==> src/rtl/change_log_pkg.sv <==
// change_log_pkg: shared defaults and occupancy-width helper for the change event logger
package change_log_pkg;
  localparam int WIDTH_DEF = 4;
  localparam int TS_W_DEF = 16;
  localparam int DEPTH_DEF = 8;
  localparam int DROP_W = 8;
  function automatic int occ_w(input int depth);
    return $clog2(depth) + 1;
  endfunction
endpackage

==> src/rtl/sync_fifo_fwft.sv <==
// sync_fifo_fwft: first-word-fall-through FIFO; head data reads as 0 when empty
module sync_fifo_fwft import change_log_pkg::*; #(
  parameter int DW = 24,
  parameter int DEPTH = 8
) (
  input  logic                      clk,
  input  logic                      rst_n,
  input  logic                      push,
  input  logic                      pop,
  input  logic [DW-1:0]             din,
  output logic [DW-1:0]             dout,
  output logic                      full,
  output logic                      empty,
  output logic [occ_w(DEPTH)-1:0]   count
);
  localparam int AW = $clog2(DEPTH);
  logic [DW-1:0] mem [DEPTH];
  logic [AW:0] wr_ptr, rd_ptr;
  logic do_push, do_pop;
  assign count = wr_ptr - rd_ptr;
  // occupancy never exceeds 2^AW, so the top bit alone marks full
  assign full = count[AW];
  assign empty = ~|count;
  assign do_pop = pop && !empty;
  assign do_push = push && (!full || do_pop);
  assign dout = empty ? '0 : mem[rd_ptr[AW-1:0]];
  always_ff @(posedge clk)
    if (do_push) mem[wr_ptr[AW-1:0]] <= din;
  always_ff @(posedge clk or negedge rst_n)
    if (!rst_n) begin
      wr_ptr <= '0;
      rd_ptr <= '0;
    end else begin
      if (do_push) wr_ptr <= wr_ptr + 1'b1;
      if (do_pop) rd_ptr <= rd_ptr + 1'b1;
    end
endmodule

==> src/rtl/change_event_logger.sv <==
// change_event_logger: records {timestamp, old, new} for each change of sig_in into a FIFO.
// Define CHANGE_EVENT_LOGGER_DROPCNT_EN to add the saturating drop_cnt output.
module change_event_logger import change_log_pkg::*; #(
  parameter int WIDTH = WIDTH_DEF,
  parameter int TS_W = TS_W_DEF,
  parameter int DEPTH = DEPTH_DEF
) (
  input  logic                      clk,
  input  logic                      rst_n,
  input  logic                      en,
  input  logic [WIDTH-1:0]          sig_in,
  output logic                      evt_valid,
  input  logic                      evt_ready,
  output logic [TS_W-1:0]           evt_time,
  output logic [WIDTH-1:0]          evt_old,
  output logic [WIDTH-1:0]          evt_new,
  output logic [occ_w(DEPTH)-1:0]   evt_count,
  output logic                      overflow
`ifdef CHANGE_EVENT_LOGGER_DROPCNT_EN
  ,
  output logic [DROP_W-1:0]         drop_cnt
`endif
);
  logic [TS_W-1:0] ts;
  logic [WIDTH-1:0] last;
  logic primed, push, pop, drop, full, empty;
  logic [TS_W+2*WIDTH-1:0] head;
  assign push = primed && en && (sig_in != last);
  assign pop = evt_valid && evt_ready;
  assign drop = push && full && !pop;
  assign evt_valid = !empty;
  assign {evt_time, evt_old, evt_new} = head;
  sync_fifo_fwft #(.DW(TS_W + 2*WIDTH), .DEPTH(DEPTH)) u_fifo (
    .clk(clk), .rst_n(rst_n), .push(push), .pop(pop),
    .din({ts, last, sig_in}), .dout(head),
    .full(full), .empty(empty), .count(evt_count)
  );
  // last tracks sig_in even when disabled so re-enabling never reports stale changes
  always_ff @(posedge clk or negedge rst_n)
    if (!rst_n) begin
      ts <= '0;
      last <= '0;
      primed <= 1'b0;
    end else begin
      ts <= ts + TS_W'(1);
      last <= sig_in;
      primed <= 1'b1;
    end
`ifdef CHANGE_EVENT_LOGGER_DROPCNT_EN
  assign overflow = |drop_cnt;
  always_ff @(posedge clk or negedge rst_n)
    if (!rst_n) drop_cnt <= '0;
    else if (drop && drop_cnt != '1) drop_cnt <= drop_cnt + DROP_W'(1);
`else
  always_ff @(posedge clk or negedge rst_n)
    if (!rst_n) overflow <= 1'b0;
    else if (drop) overflow <= 1'b1;
`endif
endmodule

==> config.mk <==
export PLATFORM = sky130hd
export DESIGN_NAME = change_event_logger
export DESIGN_NICKNAME = d
export VERILOG_FILES = /design/src/rtl/change_log_pkg.sv /design/src/rtl/sync_fifo_fwft.sv /design/src/rtl/change_event_logger.sv
export SDC_FILE = /design/constraint.sdc
export NUM_CORES = 1
export LEC_CHECK = 0
export CORE_MARGIN = 2
export CORE_UTILIZATION = 38
export DETAILED_ROUTE_END_ITERATION = 8
export PLACE_DENSITY_LB_ADDON = 0.12
export REMOVE_ABC_BUFFERS = 1
export SKIP_CTS_REPAIR_TIMING = 1
export SLEW_MARGIN = 20
export SYNTH_ARGS = -nofsm -noshare
export SYNTH_HDL_FRONTEND = slang
export SYNTH_SLANG_ARGS = --single-unit
==> constraint.sdc <==
create_clock -name clk -period 9.6 [get_ports clk]
set_input_delay 0.96 -clock clk [delete_from_list [all_inputs] [get_ports clk]]
set_output_delay 0.96 -clock clk [all_outputs]
set_load 0.05 [all_outputs]
==> results of run 1 <==
==> flip-flops by register name (all words and copies together), names as in the netlist <==
signal,cells
primed,1
overflow,1
ts,16
last,4
u_fifo.wr_ptr,4
u_fifo.rd_ptr,4
u_fifo.mem,192
==> cell type report <==
cell class                 instances  share of cell area [%]
tap                              285                    3.44
clock buffer                      31                    6.44
timing repair buffer              54                    4.75
inverter                          12                   0.434
multi-input combinational        213                    20.7
sequential                       222                    62.9
clock inverter                    13                    1.35
==> worst max-delay path by stage <==
| stage | cells past startpoint | to | startpoint |
|---|---|---|---|
| floorplan | 5 | u_fifo.mem[3][0] | u_fifo.rd_ptr[0] |
| global placement | 9 | evt_time[6] | u_fifo.rd_ptr[2] |
| detailed placement | 9 | evt_time[6] | u_fifo.rd_ptr[2] |
| CTS | 9 | evt_time[6] | u_fifo.rd_ptr[2] |
| global route | 9 | evt_time[8] | u_fifo.rd_ptr[2] |
| finish | 9 | evt_time[8] | u_fifo.rd_ptr[2] |
==> where the power goes <==
group | switching [µW] | internal, µW
logic | 970 | 545
registers | 72.4 | 1130
clock network | 362 | 571
==> logic make-up (layout without fill, tap and decap cells) <==
kind of cell             count (synthesis)  count (layout)
XOR/XNOR                                26              26
AO/OA/AOI/OAI                           33              33
flip-flops                             222             222
buffers and inverters                   33             110
adder cells (fa/ha/maj)                  7               7
multiplexers                            50              50
AND/OR/NAND/NOR                         96              96
other                                    1               1
==> synth_stat cells, drive strengths merged, types with 2 or more instances <==
cell type,n,area (µm²)
clkbuf,12,45.0
or2,2,15.0
nand2,56,210
dfrtp,30,751
nand4,2,12.5
nand3b,2,27.5
edfxtp,192,5770
nor3,4,36.3
a21oi,27,135
mux4,48,1080
inv,11,41.3
nor4,3,33.8
ha,6,75.1
and3,5,36.3
mux2,2,26.3
nor2,9,36.3
buf,9,62.6
xnor2,18,158
nand3,7,35.0
xor2,8,70.1
==> through the flow <==
step | power [µW] | std cells
floorplan | 2250 | 447
global placement | 2750 | 786
detailed placement | 2760 | 786
CTS | 3700 | 830
global route | 3820 | 830
finish | 3650 | 830
==> layer usage <==
layer	up-vias	wire length (µm)
met2	89	8610
met3	23	1010
met1	2237	8660
met5	-	0
met4	0	291
li1	1942	-
==> impl_metrics.env, run 1 <==
export IMPL_met2_usage_pct=24.8
export IMPL_fin_crit_sh_pct=56.8
export IMPL_synthXorXnorAreaFrac_pct=2.59
export IMPL_synthesis_area_mm2=0.00878
export IMPL_slew_headroom_pct=36.5
export IMPL_numCtsBuffers=24
export IMPL_dpl_hpwl_um=10400
export IMPL_r2r_start="u_fifo.rd_ptr[2]"
export IMPL_ys_seq_area_share_pct=74.2
export IMPL_skew_ns=0.00933
export IMPL_synth_fa_ha_area_share_pct=1.08
export IMPL_wirelength_um=18600
export IMPL_drc=0
export IMPL_final_setup_worst_slack_ns=4.14
export IMPL_netlist_instances=468
export IMPL_start_util_pct=38.8
export IMPL_fmax_ghz=0.183
export IMPL_root_buffer="clkbuf_16"
export IMPL_vias=4291
export IMPL_hold_class="reg -> reg"
export IMPL_rsz0062_at_grt="no"
export IMPL_end_kind="primary output"
export IMPL_final_setup_tns_ns=0
export IMPL_final_area_mm2=0.0104
export IMPL_grt_pass1_wl_um=28100
export IMPL_status="finished clean"
export IMPL_setup_viol=0
export IMPL_reg2reg_setup_slack_ns=5.73
export IMPL_grt_max_degree=52
export IMPL_max_cap_viol_count=0
export IMPL_synth_compound_area_share_pct=2.21
export IMPL_clock_sinks=222
export IMPL_drt_pass1_iterations=5
export IMPL_worst_path_buf_inv=4
export IMPL_synth_top_family_by_area="multiplexers"
export IMPL_ff2ff_path_depth=8
export IMPL_p_per_area_mw_per_mm2=351
export IMPL_die_height_um=156
export IMPL_regArea_mm2=0.00652
export IMPL_clock_path_buffers=3
export IMPL_most_common_layout_cells="edfxtp_1 (192), nand2_1 (56), mux4_2 (48)"
export IMPL_core_region_area_mm2=0.0226
export IMPL_overflow=0
export IMPL_hold_violations=0
export IMPL_finalCriticalPeriod_ns=5.46
export IMPL_fill_cells=1930
export IMPL_multi_input_area_mm2=0.00215
export IMPL_critPathMaxStageDelay_ns=0.79
export IMPL_synth_distinct_cells=45
export IMPL_worstSkewPairLatency_ns=0.50
export IMPL_cts_tree="done"
export IMPL_ys_ff_latch=222
export IMPL_drtIter0Drc=262
export IMPL_whs_path_depth=1
export IMPL_clk_pin_slew_ns=0.06
export IMPL_worstMarginPinSlew_ns=0.945
export IMPL_final_common_cell="edfxtp_1"
export IMPL_grt_pass1_vias=4490
export IMPL_critical_path_class="reg -> out"
export IMPL_ir_drop_uv=279
export IMPL_core_rowCount=55
export IMPL_synth_area_per_cell_um2=18.8
export IMPL_gp_congestion=0.720
export IMPL_crit_required_ns=8.64
export IMPL_die_w_um=156
export IMPL_crit_chain="clkinv_1 -> buf_4 -> ha_1 -> a21oi_1 -> a21oi_1 -> nor3_4 -> buf_4 -> a21oi_1 -> clkdlybuf4s50_1"
export IMPL_async_flop_share_pct=13.5
export IMPL_dpl_instance_area_mm2=0.00957
export IMPL_ctsHtreeMaxLevel=1
export IMPL_p_leak_uw=0.00361
export IMPL_nets=542
export IMPL_critical_path_top_delay_family="buffers and inverters"
export IMPL_muxShareOfSynthArea_pct=12.6
export IMPL_die_area_mm2=0.0244
export IMPL_synth_flop_cell="edfxtp_1"
export IMPL_synth_simple_gate_area_share_pct=5.55
export IMPL_holdWs_ns=0.480
export IMPL_use_met3_pct=3.00
export IMPL_antenna_found_initial=0
export IMPL_grt_use_total_pct=15.8
export IMPL_preCtsSetupSlack_ns=4.55
export IMPL_port_buffers=37
export IMPL_cp_common_cell="a21oi_1"
export IMPL_boundaryPins=38
export IMPL_hold_end="overflow"
export IMPL_worstPathArrival_ns=4.50
export IMPL_synth_edf_count=192
export IMPL_crit_path_start_kind="flip-flop"
export IMPL_path_max_fanout=17
export IMPL_drive_gt1_share_pct=22.4
export IMPL_via_per_inst=5.17
export IMPL_syn_to_final_growth_pct=18.1
export IMPL_wire_per_inst_um=22.4
export IMPL_slew_violations=0
export IMPL_use_met1_pct=23.1
export IMPL_min_from="overflow"
export IMPL_ys_warn_count=0
export IMPL_antenna_left=0
export IMPL_grt_busiest_layer="met2"
export IMPL_slowest_stage="nor3_4"
export IMPL_num_antenna_cells=0
export IMPL_final_core_util_pct=45.8
export IMPL_r2r_end="u_fifo.mem[7][17]"
No activity file was read; power rests on OpenSTA's default activity.
==> run 2: changes to the inputs <==
clock period = 4.55 ns   (was 9.6 ns; I/O delays follow)
==> impl_metrics.env, run 2 (same netlist as run 1, synthesis figures left out) <==
export IMPL_status="finished clean"
export IMPL_port_buffers=37
export IMPL_drc=0
export IMPL_gp_congestion=0.764
export IMPL_hold_class="in -> async"
export IMPL_boundaryPins=38
export IMPL_most_common_layout_cells="edfxtp_1 (192), nand2_1 (56), mux4_2 (48)"
export IMPL_syn_to_final_growth_pct=18.1
export IMPL_cp_common_cell="inv_1"
export IMPL_cts_tree="done"
export IMPL_crit_chain="inv_1 -> ha_1 -> fa_1 -> inv_1 -> or3_4 -> nor3_4 -> buf_12 -> a21oi_1 -> buf_4"
export IMPL_grt_pass1_vias=4777
export IMPL_end_kind="primary output"
export IMPL_final_common_cell="edfxtp_1"
export IMPL_clock_sinks=222
export IMPL_start_util_pct=38.8
export IMPL_slew_violations=0
export IMPL_dpl_hpwl_um=10500
export IMPL_drtIter0Drc=293
export IMPL_hold_violations=0
export IMPL_critPathMaxStageDelay_ns=0.54
export IMPL_grt_use_total_pct=16.0
export IMPL_clk_pin_slew_ns=0.06
export IMPL_num_antenna_cells=0
export IMPL_fmax_ghz=0.249
export IMPL_max_cap_viol_count=0
export IMPL_worstSkewPairLatency_ns=0.51
export IMPL_final_area_mm2=0.0104
export IMPL_largest_reg_flops=192
export IMPL_drt_pass1_iterations=5
export IMPL_seq_power_share_pct=32.7
export IMPL_p_switching_uw=2950
export IMPL_slew_headroom_pct=43.8
export IMPL_setup_viol=0
export IMPL_pwr_share_clk_pct=25.1
export IMPL_path_max_fanout=17
export IMPL_grt_max_degree=52
export IMPL_via_per_inst=5.28
export IMPL_numCtsBuffers=24
export IMPL_crit_required_ns=4.09
export IMPL_skew_ns=0.0113
export IMPL_antenna_found_initial=0
export IMPL_internal_power_uw=4680
export IMPL_ctsHtreeMaxLevel=1
export IMPL_dpl_instance_area_mm2=0.00958
export IMPL_rsz0062_at_grt="no"
export IMPL_die_area_mm2=0.0244
export IMPL_swShare_pct=38.7
export IMPL_finalCriticalPeriod_ns=4.01
export IMPL_clock_path_buffers=3
export IMPL_antenna_left=0
export IMPL_ir_drop_uv=1020
export IMPL_die_w_um=156
export IMPL_nets=543
export IMPL_grt_pass1_wl_um=28900
export IMPL_final_core_util_pct=45.8
export IMPL_critical_path_class="reg -> out"
export IMPL_critical_path_top_delay_family="simple AND/OR/NAND/NOR gates"
export IMPL_wirelength_um=18600
export IMPL_drive_gt1_share_pct=27.2
export IMPL_reg2reg_setup_slack_ns=1.48
export IMPL_root_buffer="clkbuf_16"
export IMPL_vias=4379
export IMPL_crit_path_start_kind="flip-flop"
export IMPL_combPwrFrac_pct=42.2
export IMPL_die_height_um=156
export IMPL_worstPathArrival_ns=3.56
export IMPL_worstMarginPinSlew_ns=0.843
export IMPL_core_rowCount=55
export IMPL_p_leak_uw=0.00365
export IMPL_wire_per_inst_um=22.4
export IMPL_overflow=0
export IMPL_core_region_area_mm2=0.0226
export IMPL_fin_crit_sh_pct=88.2
export IMPL_slowest_stage="fa_1"
export IMPL_worst_path_buf_inv=4
export IMPL_p_per_area_mw_per_mm2=735
## run 2: changes by cell type in the layout (fill, tap and decap cells not counted)
cell             before  now
clkdlybuf4s50_1      36    9
buf_4                17   38
buf_12                0    6
clkinv_2              6    3
clkbuf_8              2    4
buf_6                 0    1
bufinv_16             3    2
clkbuf_1              4    5
clkinvlp_4            0    1
inv_6                 1    0
## run 2: path summary, 6_finish.rpt
| check | start | end | cells after the start |
|---|---|---|---|
| max in group asynchronous | rst_n | u_fifo.rd_ptr[0] | 1 |
| min in group clk | overflow | overflow | 1 |
| hold / removal | rst_n | ts[7] | 1 |
| hold reg to reg | overflow | overflow | 1 |
| setup / recovery | u_fifo.wr_ptr[0] | evt_old[2] | 9 |
| setup reg to reg | u_fifo.wr_ptr[0] | u_fifo.rd_ptr[2] | 9 |
## run 2: stage by stage
stage / hold WS [ns] / instances / total power (µW) / setup slack [ns] / TNS, ns
finish: 0.0585 / 830 / 7630 / 0.536 / 0
global route: 0.108 / 830 / 8000 / 0.335 / 0
CTS: 0.0774 / 830 / 7750 / 0.471 / 0
detailed placement: 0.503 / 787 / 5810 / 1.03 / 0
global placement: 0.521 / 787 / 5800 / 1.07 / 0
floorplan: 0.159 / 447 / 4750 / -1.23 / -105.12
## run 2: power by group through the flow
stage | clock network [µW] | logic [µW] | registers (µW)
3_5_place_dp | 0 | 3280 | 2540
2_1_floorplan | 0 | 2080 | 2670
4_1_cts | 1970 | 3290 | 2490
3_3_place_gp | 0 | 3270 | 2530
6_report | 1920 | 3220 | 2490
5_1_grt | 2050 | 3440 | 2510
## run 2: layout make-up
cell class                      count  area, µm²
Tap cell                          285        357
Fill cell                        1930      12300
Multi-Input combinational cell    213       2150
Sequential cell                   222       6520
Clock inverter                      9       93.8
Timing Repair Buffer               55        512
Clock buffer                       34        699
Inverter                           12       45.0
## run 2: layer usage
metal / GRT usage (%) / routed length, µm / vias to the layer above / part of all wire (%)
met1: 22.7 / 8470 / 2314 / 46
met4: 4.46 / 389 / 0 / 2.1
li1: - / - / 1939 / -
met2: 26.2 / 8980 / 92 / 48
met5: 0 / 0 / - / 0
met3: 2.25 / 717 / 34 / 3.9
## run 2: worst reg2reg max path, stage by stage (launching register included)
cell and delay (ns):
dfrtp_1 0.50, inv_1 0.19, ha_1 0.25, fa_1 0.54, inv_1 0.06, or3_4 0.43, nor3_4 0.52, buf_12 0.27
nor2_2 0.07, xnor2_1 0.11
